===== src/rtl/conv_ctrl_pkg.sv =====
`default_nettype none
// ============================================================================
//  Module      : conv_ctrl_pkg
//  Description : Shared types and helpers for the binarised conv layer
//                sequencer: FSM state encoding, fold address width rule and
//                the number of priming pixels ahead of the first window.
//  Revision    : 1.0 - initial release
// ============================================================================
package conv_ctrl_pkg;

    typedef enum logic [2:0] {
        ST_IDLE  = 3'd0,
        ST_ACT   = 3'd1,
        ST_FOLD  = 3'd2,
        ST_FLUSH = 3'd3,
        ST_FIN   = 3'd4
    } state_t;

    // Address width for the fold-indexed memories; never narrower than 1 bit
    // so a single-fold layer still has a real (constant 0) address port.
    function automatic int fold_log_f(input int fold);
        int l;
        l = $clog2(fold);
        return (l < 1) ? 1 : l;
    endfunction

    // Pixels that must enter the line buffer before the first full window.
    function automatic int prime_f(input int pad, input int w_in);
        return pad * w_in + pad;
    endfunction

endpackage
`default_nettype wire


===== src/rtl/fold_addr_counter.sv =====
`default_nettype none
// ============================================================================
//  Module      : fold_addr_counter
//  Description : Modulo-MODULUS up counter. Advances on i_en and wraps from
//                MODULUS-1 back to 0; o_last flags the terminal count.
//  Revision    : 1.0 - initial release
// ============================================================================
module fold_addr_counter #(
    parameter int MODULUS = 1,
    parameter int WIDTH   = 1
) (
    input  logic             clk,
    input  logic             rst,
    input  logic             i_en,
    output logic [WIDTH-1:0] o_cnt,
    output logic             o_last
);

    localparam logic [WIDTH-1:0] c_LAST = WIDTH'(MODULUS - 1);
    localparam logic [WIDTH-1:0] c_ONE  = WIDTH'(1);

    logic [WIDTH-1:0] r_cnt;

    assign o_cnt  = r_cnt;
    assign o_last = (r_cnt == c_LAST);

    // Count enabled events, wrapping at the terminal count.
    always_ff @(posedge clk) begin
        if (rst) begin
            r_cnt <= '0;
        end else if (i_en) begin
            r_cnt <= o_last ? '0 : (r_cnt + c_ONE);
        end
    end

endmodule
`default_nettype wire


===== src/rtl/conv_layer_ctrl.sv =====
`default_nettype none
// ============================================================================
//  Module      : conv_layer_ctrl
//  Description : Sequencer for one binarised convolution layer. Loads the
//                fold weight/threshold memories, accepts a frame of pixels,
//                and per window drives the fold sweep and max-pool enable.
//                Optional macro CONV_CTRL_PERF_EN adds a busy-cycle counter
//                on port perf_cycles.
//  Revision    : 1.0 - initial release
// ============================================================================
module conv_layer_ctrl
    import conv_ctrl_pkg::*;
#(
    parameter int FOLD = 1,
    parameter int W_IN = 32,
    parameter int K_S  = 3,
    parameter int PAD  = 1
) (
    input  logic                          clk,
    input  logic                          reset,
    input  logic                          start,
    output logic                          busy,
    output logic                          done,
    input  logic                          cfg_w_valid,
    input  logic                          cfg_th_valid,
    output logic                          cfg_loaded,
    output logic                          stream_w_en,
    output logic                          stream_th_en,
    output logic [fold_log_f(FOLD)-1:0]   stream_w_addr,
    output logic [fold_log_f(FOLD)-1:0]   stream_th_addr,
    input  logic                          act_valid,
    output logic                          act_ready,
    output logic                          act_zero,
    output logic                          stream_act_en,
    output logic [fold_log_f(FOLD)-1:0]   fold_add,
    output logic                          stream_maxpool_en
`ifdef CONV_CTRL_PERF_EN
    ,
    output logic [31:0]                   perf_cycles
`endif
);

    localparam int c_FL     = fold_log_f(FOLD);
    localparam int c_NPIX   = W_IN * W_IN;
    localparam int c_PRIME  = prime_f(PAD, W_IN);
    // Pixel counter spans input pixels plus flush pixels.
    localparam int c_PCNT_W = $clog2(c_NPIX + c_PRIME + 1);
    localparam int c_WIN_W  = $clog2(c_NPIX + 1);

    localparam logic [c_PCNT_W-1:0] c_PRIME_P   = c_PCNT_W'(c_PRIME);
    localparam logic [c_PCNT_W-1:0] c_NPIX_P    = c_PCNT_W'(c_NPIX);
    localparam logic [c_PCNT_W-1:0] c_LASTPIX_P = c_PCNT_W'(c_NPIX - 1);
    localparam logic [c_PCNT_W-1:0] c_PCNT_ONE  = c_PCNT_W'(1);
    localparam logic [c_WIN_W-1:0]  c_LASTWIN   = c_WIN_W'(c_NPIX - 1);
    localparam logic [c_WIN_W-1:0]  c_WIN_ONE   = c_WIN_W'(1);
    // A kernel that cannot cover its own padding is a broken build; such a
    // layer never leaves IDLE rather than producing garbage windows.
    localparam logic                c_CFG_OK    = (K_S >= 1) && (2 * PAD < K_S);

    state_t              r_state;
    logic [c_PCNT_W-1:0] r_pcnt;
    logic [c_WIN_W-1:0]  r_win;
    logic                r_maxpool;
    logic                r_done;
    logic                r_w_pass;
    logic                r_th_pass;

    logic                w_idle;
    logic                w_frame_go;
    logic                w_in_fold;
    logic                w_fold_last;
    logic                w_fold_done;
    logic                w_w_last;
    logic                w_th_last;

    assign w_idle     = (r_state == ST_IDLE);
    assign w_frame_go = w_idle && start && cfg_loaded && c_CFG_OK;
    assign w_in_fold  = (r_state == ST_FOLD);
    assign w_fold_done = w_in_fold && w_fold_last;

    // ---------------- configuration load ----------------
    assign stream_w_en  = cfg_w_valid  && w_idle && !reset;
    assign stream_th_en = cfg_th_valid && w_idle && !reset;
    assign cfg_loaded   = r_w_pass && r_th_pass;

    fold_addr_counter #(.MODULUS(FOLD), .WIDTH(c_FL)) u_w_addr (
        .clk    (clk),
        .rst    (reset),
        .i_en   (stream_w_en),
        .o_cnt  (stream_w_addr),
        .o_last (w_w_last)
    );

    fold_addr_counter #(.MODULUS(FOLD), .WIDTH(c_FL)) u_th_addr (
        .clk    (clk),
        .rst    (reset),
        .i_en   (stream_th_en),
        .o_cnt  (stream_th_addr),
        .o_last (w_th_last)
    );

    // Latch completion of the first full pass through each memory.
    always_ff @(posedge clk) begin
        if (reset) begin
            r_w_pass  <= 1'b0;
            r_th_pass <= 1'b0;
        end else begin
            if (stream_w_en && w_w_last) begin
                r_w_pass <= 1'b1;
            end
            if (stream_th_en && w_th_last) begin
                r_th_pass <= 1'b1;
            end
        end
    end

    // ---------------- fold sweep ----------------
    // Runs only in FOLD and wraps on the last fold, so it is back at 0
    // whenever a new window's sweep begins.
    fold_addr_counter #(.MODULUS(FOLD), .WIDTH(c_FL)) u_fold (
        .clk    (clk),
        .rst    (reset),
        .i_en   (w_in_fold),
        .o_cnt  (fold_add),
        .o_last (w_fold_last)
    );

    // ---------------- pixel handshake / flags ----------------
    assign busy              = !w_idle;
    assign act_ready         = (r_state == ST_ACT);
    assign act_zero          = (r_state == ST_FLUSH);
    assign stream_act_en     = (act_ready && act_valid) || act_zero;
    assign stream_maxpool_en = r_maxpool;
    assign done              = r_done;

    // Frame sequencer: pixel intake, per-window fold sweep, zero flush, finish.
    always_ff @(posedge clk) begin
        if (reset) begin
            r_state   <= ST_IDLE;
            r_pcnt    <= '0;
            r_win     <= '0;
            r_maxpool <= 1'b0;
            r_done    <= 1'b0;
        end else begin
            r_maxpool <= w_fold_done;
            r_done    <= 1'b0;
            case (r_state)
                ST_IDLE: begin
                    if (w_frame_go) begin
                        r_state <= ST_ACT;
                        r_pcnt  <= '0;
                        r_win   <= '0;
                    end
                end
                ST_ACT: begin
                    if (act_valid) begin
                        r_pcnt <= r_pcnt + c_PCNT_ONE;
                        if (r_pcnt >= c_PRIME_P) begin
                            r_state <= ST_FOLD;
                        end else if (r_pcnt == c_LASTPIX_P) begin
                            r_state <= ST_FLUSH;
                        end
                    end
                end
                ST_FOLD: begin
                    if (w_fold_last) begin
                        r_win <= r_win + c_WIN_ONE;
                        if (r_win == c_LASTWIN) begin
                            r_state <= ST_FIN;
                        end else if (r_pcnt >= c_NPIX_P) begin
                            r_state <= ST_FLUSH;
                        end else begin
                            r_state <= ST_ACT;
                        end
                    end
                end
                ST_FLUSH: begin
                    // A zero pixel that still lands in the priming region
                    // produces no window (only for very small frames).
                    r_pcnt <= r_pcnt + c_PCNT_ONE;
                    if (r_pcnt >= c_PRIME_P) begin
                        r_state <= ST_FOLD;
                    end
                end
                ST_FIN: begin
                    r_done  <= 1'b1;
                    r_state <= ST_IDLE;
                end
                default: begin
                    r_state <= ST_IDLE;
                end
            endcase
        end
    end

`ifdef CONV_CTRL_PERF_EN
    logic [31:0] r_perf;

    // Busy-cycle counter, restarted at each frame launch and held after done.
    always_ff @(posedge clk) begin
        if (reset) begin
            r_perf <= '0;
        end else if (w_frame_go) begin
            r_perf <= '0;
        end else if (busy) begin
            r_perf <= r_perf + 32'd1;
        end
    end

    assign perf_cycles = r_perf;
`endif

endmodule
`default_nettype wire


===== config.mk =====
export PLATFORM = sky130hd
export DESIGN_NAME = conv_layer_ctrl
export DESIGN_NICKNAME = d
export VERILOG_FILES = /design/src/rtl/conv_ctrl_pkg.sv /design/src/rtl/fold_addr_counter.sv /design/src/rtl/conv_layer_ctrl.sv
export SDC_FILE = /design/constraint.sdc
export NUM_CORES = 1
export LEC_CHECK = 0
export CAP_MARGIN = 20
export CORE_ASPECT_RATIO = 1.25
export CORE_MARGIN = 4
export CORE_UTILIZATION = 55
export CTS_BUF_LIST = sky130_fd_sc_hd__clkbuf_4
export DETAILED_ROUTE_END_ITERATION = 8
export PLACE_DENSITY = 0.79
export SLEW_MARGIN = 10
export SYNTH_ARGS = -nofsm -noshare
export SYNTH_HDL_FRONTEND = slang
export SYNTH_SLANG_ARGS = --single-unit

===== constraint.sdc =====
create_clock -name clk -period 4.5 [get_ports clk]
set_input_delay 0.45 -clock clk [delete_from_list [all_inputs] [get_ports clk]]
set_output_delay 0.45 -clock clk [all_outputs]
set_load 0.1 [all_outputs]

==> impl_metrics.yaml, run 1 <==
power:
  max-vdd-ir-drop_uv: 236
  p_leak_nw: 0.596
  power.density_nw_per_um2: 302
final_layout:
  drive_above_1_share_pct: 8.00
  layout_common_cells: "nor2_1 (33), dfxtp_1 (29), nand3_1 (15)"
  register_area_sq_um: 581
  areaGrowthSynthToFinish_pct: 12.1
  layout.nets: 208
  final_common_cell: "nor2_1"
  fin_util_pct: 66.6
  multi_input_area_sq_um: 825
  layoutNonFillerInstCount: 233
  n_fill_cell: 230
  antennaDiodeCount: 0
worst_setup_path:
  cpPeakStageDelay_ns: 1.17
  r2r_setup_slack_ns: 2.70
  end_kind: "output pin"
  crit_fanout: 10
  crit_arrival_ns: 2.72
  r2r.worst_path.cells: 3
  worstSetupPathType: "reg2out"
  path_cells: "nor3_2 > inv_1 > nor3b_1 > clkdlybuf4s50_1"
  worst_r2r_endpoint: "r_win[6]"
  r2r_start: "r_state[1]"
  start_kind: "flop"
  slowest_stage: "clkdlybuf4s50_1"
  crit_end: "stream_th_en"
  required_ns: 4.05
  critPathLaunch: "r_state[2]"
clocking:
  clk_latency_ns: 0.33
  cts_buffers: 5
  post_cts_resize_count: 0
  max-clock-path-buffers: 2
  cts_root_buf: "clkbuf_4"
  cts_tree: "built"
  post_cts_buffers: 0
  cts_htree_levels: 2
  cts_sinks: 29
  postCtsHoldBufs: 0
  clk_pin_slew_ns: 0.09
yosys:
  synth_compound_area_share_pct: 14.1
  avgSynthCellArea_sq_um: 8.00
  netlist_instances: 186
  synth-edff-count: 0
  yosysUniqueCellTypes: 44
  synthMuxAreaShare_pct: 1.51
  syn_area_sq_um: 1490
  ys.warnings.count: 0
  ys_seq_elements: 29
  synthArstFlopShare_pct: 0
  synth_top_family_by_area: "simple AND/OR/NAND/NOR gates"
  ys.flop_type: "dfxtp_1"
  yosysSeqAreaShare_pct: 39.0
  yosys.area_share.simple_pct: 31.8
  synthAdderAreaFrac_pct: 2.52
  synth_xor_area_share_pct: 4.71
sta:
  hold_violations: 0
  clock.fmax_ghz: 0.316
  slew_headroom_pct: 34.5
  fin_skew_ns: 0.00930
  whs_ns: 0.493
  slew_viol_final: 0
  fin_crit_ns: 3.17
  worst_slew_pin_slew_ns: 0.979
  setup-tns-final_ns: 0
  rsz0062_at_grt: "no"
  setup-violations-final: 0
  post-route-period-util_pct: 70.3
drt:
  drtIter0Drc: 68
  vias: 1334
  drt-pass1-iter-count: 4
  wl_um: 3250
  ant_nets: 0
  viasPerCell: 5.73
  drc: 0
  wire_per_inst_um: 13.9
place:
  placed_cells: 225
  dpl.hpwl_um: 2330
  gp_congestion: 0.932
  port_buffers: 14
floorplanning:
  io-pin-count: 18
  dieArea_sq_um: 3610
  die_w_um: 54.5
  fp.coreArea_sq_um: 2500
  dieHeight_um: 66.1
  rows: 20
  initial_core_util_pct: 59.5
global_route:
  grt_pass1_vias: 1246
  grt_overflow: 0
  grt_max_degree: 26
  grt_pass1_wl_um: 5400
  antenna_found_initial: 0
  track_usage_pct: 20.8
flow_run:
  cap_violations: 0
run_status:
  status: "completed"
min_path:
  min_path_type: "reg2reg"
logic make-up (layout without fill, tap and decap cells):
kind of cell	Yosys count	after routing
buf+inv	16	28
fa+ha+maj	3	3
flops	29	29
other cells	1	3
compound gates	34	34
simple gates	93	93
mux	2	2
xor+xnor	8	8
where the power goes:
part	leakage (nW)	internal [mW]	total, mW	switching [mW]
Sequential	0.234	0.260	0.265	0.00489
Clock	0.0354	0.0654	0.156	0.0903
Combinational	0.326	0.0204	0.0837	0.0633
Total	0.596	0.345	0.504	0.158
through the flow:
step                      instance area [sq um]  total power [mW]  setup WS [ns]
after floorplan                            1500             0.338          0.469
after global placement                     1610             0.352           1.63
after detailed placement                   1610             0.354           1.58
after CTS                                  1670             0.510           1.32
after global routing                       1670             0.529           1.15
final                                      1670             0.504           1.33
Yosys cell counts (2+ instances only):
master	instances	area share, %
nand4_1	2	0.84
nor3b_1	2	1.0
dfxtp_1	29	39
nand2b_1	2	0.84
nor2_1	33	8.3
nor3_1	5	1.7
and3_1	4	1.7
nand2_1	12	3.0
a21oi_1	14	4.7
or3_1	2	0.84
buf_4	3	1.5
xnor2_1	3	1.8
or4_1	4	2.0
or2_0	2	0.84
nand3_1	15	5.0
buf_2	3	1.0
a31oi_1	6	2.5
buf_6	2	1.5
xor2_1	5	2.9
and2_1	2	0.84
o21ai_0	5	1.7
clkbuf_1	3	0.76
ha_1	3	2.5
o21ai_1	2	0.67
inv_1	4	1.0
state kept, by name (all words and copies together), names as in the netlist:
| name | flops |
|---|---|
| r_state | 3 |
| r_th_pass | 1 |
| r_win | 11 |
| stream_maxpool_en | 1 |
| r_w_pass | 1 |
| r_pcnt | 11 |
| done | 1 |
metal layers:
metal,vias to the layer above,GRT usage (%),wire length (um)
li1,673,-,-
met4,0,10.3,65
met2,28,35.8,1690
met3,6,6.32,125
met1,627,22.0,1370
met5,-,0,0
final cells by class:
type                    instances  share of cell area, %
inverters                       5                   1.13
repair buffers                 15                   8.85
clock inverters                 2                  0.600
clock buffers                   6                   2.70
flip-flops and latches         29                   34.8
multi-input cells             143                   49.4
well taps                      33                   2.48
worst min path at each step:
stage	depth (start not counted)	endpoint	slack (ns)	from
2_1_floorplan	2	r_th_pass	0.45	r_th_pass
3_3_place_gp	2	r_win[9]	0.46	r_win[9]
5_1_grt	2	r_win[7]	0.54	r_win[7]
3_5_place_dp	2	r_w_pass	0.48	r_w_pass
6_report	2	r_win[7]	0.49	r_win[7]
4_1_cts	2	r_win[7]	0.50	r_win[7]
worst max-delay path, delay by kind of cell, from the launching register on:
kind                   cells  cell delay, ns
buffers and inverters      2            1.33
DFF                        1            0.41
and+or+nand+nor            2            0.64
No activity file was read; power rests on OpenSTA's default activity.
==> run 2, diff against run 1 <==
--- a/config.mk
+++ b/config.mk
@@ -8,10 +8,10 @@
 export CAP_MARGIN = 20
 export CORE_ASPECT_RATIO = 1.25
 export CORE_MARGIN = 4
-export CORE_UTILIZATION = 55
+export CORE_UTILIZATION = 51
 export CTS_BUF_LIST = sky130_fd_sc_hd__clkbuf_4
 export DETAILED_ROUTE_END_ITERATION = 8
-export PLACE_DENSITY = 0.79
+export PLACE_DENSITY = 0.77
 export SLEW_MARGIN = 10
 export SYNTH_ARGS = -nofsm -noshare
 export SYNTH_HDL_FRONTEND = slang
==> constraint.sdc (replaced) <==
create_clock -name clk -period 2.7 [get_ports clk]
set_input_delay 0.27 -clock clk [delete_from_list [all_inputs] [get_ports clk]]
set_output_delay 0.27 -clock clk [all_outputs]
set_load 0.1 [all_outputs]
==> run 2 against run 1 <==
  * Utilization decreased by 4.9 points
  * Hold slack improved by 0.0063 ns
  * Register-to-register slack got worse by 1.8 ns
  * Total power up 72%
  * Cell area up 1.1%
  * Wire length grew 3.0%
  * Clock-buffer cell count up 2
  * Clock power grew 78%
  * Flip-flop and latch count unchanged
==> impl_metrics.yaml, run 2 (same netlist as run 1, synthesis figures left out) <==
run_status:
  status: "completed"
sta:
  slew_headroom_pct: 59.0
  rsz0062_at_grt: "no"
  slew_viol_final: 0
  fin_crit_ns: 2.14
  hold_violations: 0
  setup-violations-final: 0
  clock.fmax_ghz: 0.468
  fin_skew_ns: 0.0107
  worst_slew_pin_slew_ns: 0.612
  setup-tns-final_ns: 0
  post-route-period-util_pct: 79.1
floorplanning:
  fp.coreArea_sq_um: 2730
  dieHeight_um: 68.4
  die_w_um: 56.3
  dieArea_sq_um: 3850
  initial_core_util_pct: 54.4
  rows: 21
  io-pin-count: 18
clocking:
  clk_latency_ns: 0.32
  clk_pin_slew_ns: 0.09
  cts_sinks: 29
  post_cts_buffers: 0
  cts_htree_levels: 2
  postCtsHoldBufs: 0
  cts_buffers: 5
  max-clock-path-buffers: 2
  cts_root_buf: "clkbuf_4"
  cts_tree: "built"
  post_cts_resize_count: 0
worst_setup_path:
  crit_arrival_ns: 1.87
  cpPeakStageDelay_ns: 0.41
  path_cells: "nor3_2 > inv_1 > nor3b_2 > buf_12"
  slowest_stage: "dfxtp_1"
  required_ns: 2.43
  start_kind: "flop"
  end_kind: "output pin"
  worstSetupPathType: "reg2out"
  crit_fanout: 10
power:
  power.density_nw_per_um2: 513
  pwr-share-clk_pct: 32.2
  p_int_mw: 0.604
  max-vdd-ir-drop_uv: 320
  pwr-share-comb_pct: 16.8
  power.share.switching_pct: 30.2
  p_switching_mw: 0.262
  p_total_mw: 0.866
  p_leak_nw: 0.626
  seqPwrFrac_pct: 51.0
final_layout:
  antennaDiodeCount: 0
  layout_common_cells: "nor2_1 (33), dfxtp_1 (29), nand3_1 (15)"
  drive_above_1_share_pct: 13.5
  top_regs: "r_pcnt (11), r_win (11), r_state (3)"
  register_area_sq_um: 581
  final_common_cell: "nor2_1"
  areaGrowthSynthToFinish_pct: 13.4
  layout.nets: 208
  multi_input_area_sq_um: 835
  layoutNonFillerInstCount: 234
  n_fill_cell: 263
global_route:
  grt_pass1_wl_um: 5510
  track_usage_pct: 18.6
  antenna_found_initial: 0
  grt_max_degree: 16
  grt_pass1_vias: 1271
  grt_overflow: 0
place:
  port_buffers: 14
  placed_cells: 226
  gp_congestion: 0.820
  dpl.hpwl_um: 2420
flow_run:
  cap_violations: 0
drt:
  drt-pass1-iter-count: 4
  drc: 0
  drtIter0Drc: 53
  ant_nets: 0
  wl_um: 3340
  wire_per_inst_um: 14.3
  vias: 1369
  viasPerCell: 5.85
min_path:
  min_path_type: "reg2reg"
## run 2: path summary, 6_finish.rpt
kind	from	to	slack, ns	cells after the start
worst max register to register	r_state[1]	r_win[7]	0.87	4
worst min register to register	r_win[9]	r_win[9]	0.50	2
worst max-delay path	r_state[2]	stream_th_en	0.56	4
worst min-delay path	r_win[9]	r_win[9]	0.50	2
## run 2: cell type report
cell class | count | share of cell area [%]
sequential | 29 | 34.4
tap | 34 | 2.52
timing repair buffer | 15 | 8.90
inverter | 5 | 1.11
clock buffer | 8 | 3.56
multi-input combinational | 143 | 49.5
## run 2: critical path, delay by kind of cell (launching register included)
family	cells	cell delay, ns
simple gates	2	0.69
buf+inv	2	0.44
flops	1	0.41
## run 2: metal layers
layer | global-route usage, % | share of wire (%) | wire length [um] | vias to the layer above
met3 | 6.42 | 5.6 | 187 | 9
li1 | - | - | - | 674
met2 | 32.0 | 48 | 1610 | 37
met4 | 9.50 | 1.9 | 65 | 0
met1 | 20.5 | 44 | 1480 | 649
met5 | 0 | 0 | 0 | -
## run 2: power by group through the flow
stage	registers, mW	logic, mW	clock network, mW
6_report	0.442	0.146	0.278
5_1_grt	0.442	0.153	0.304
4_1_cts	0.441	0.146	0.283
3_5_place_dp	0.451	0.145	0
3_3_place_gp	0.451	0.144	0
2_1_floorplan	0.446	0.118	0
## run 2: metrics by stage
stage	hold slack (ns)	utilization (%)	worst slack [ns]	cell area [sq um]
floorplan	0.409	-	-0.187	1510
global placement	0.461	59.5	0.808	1630
detailed placement	0.488	59.5	0.776	1630
CTS	0.499	61.7	0.554	1690
global route	0.525	61.7	0.447	1690
finish	0.499	61.7	0.564	1690
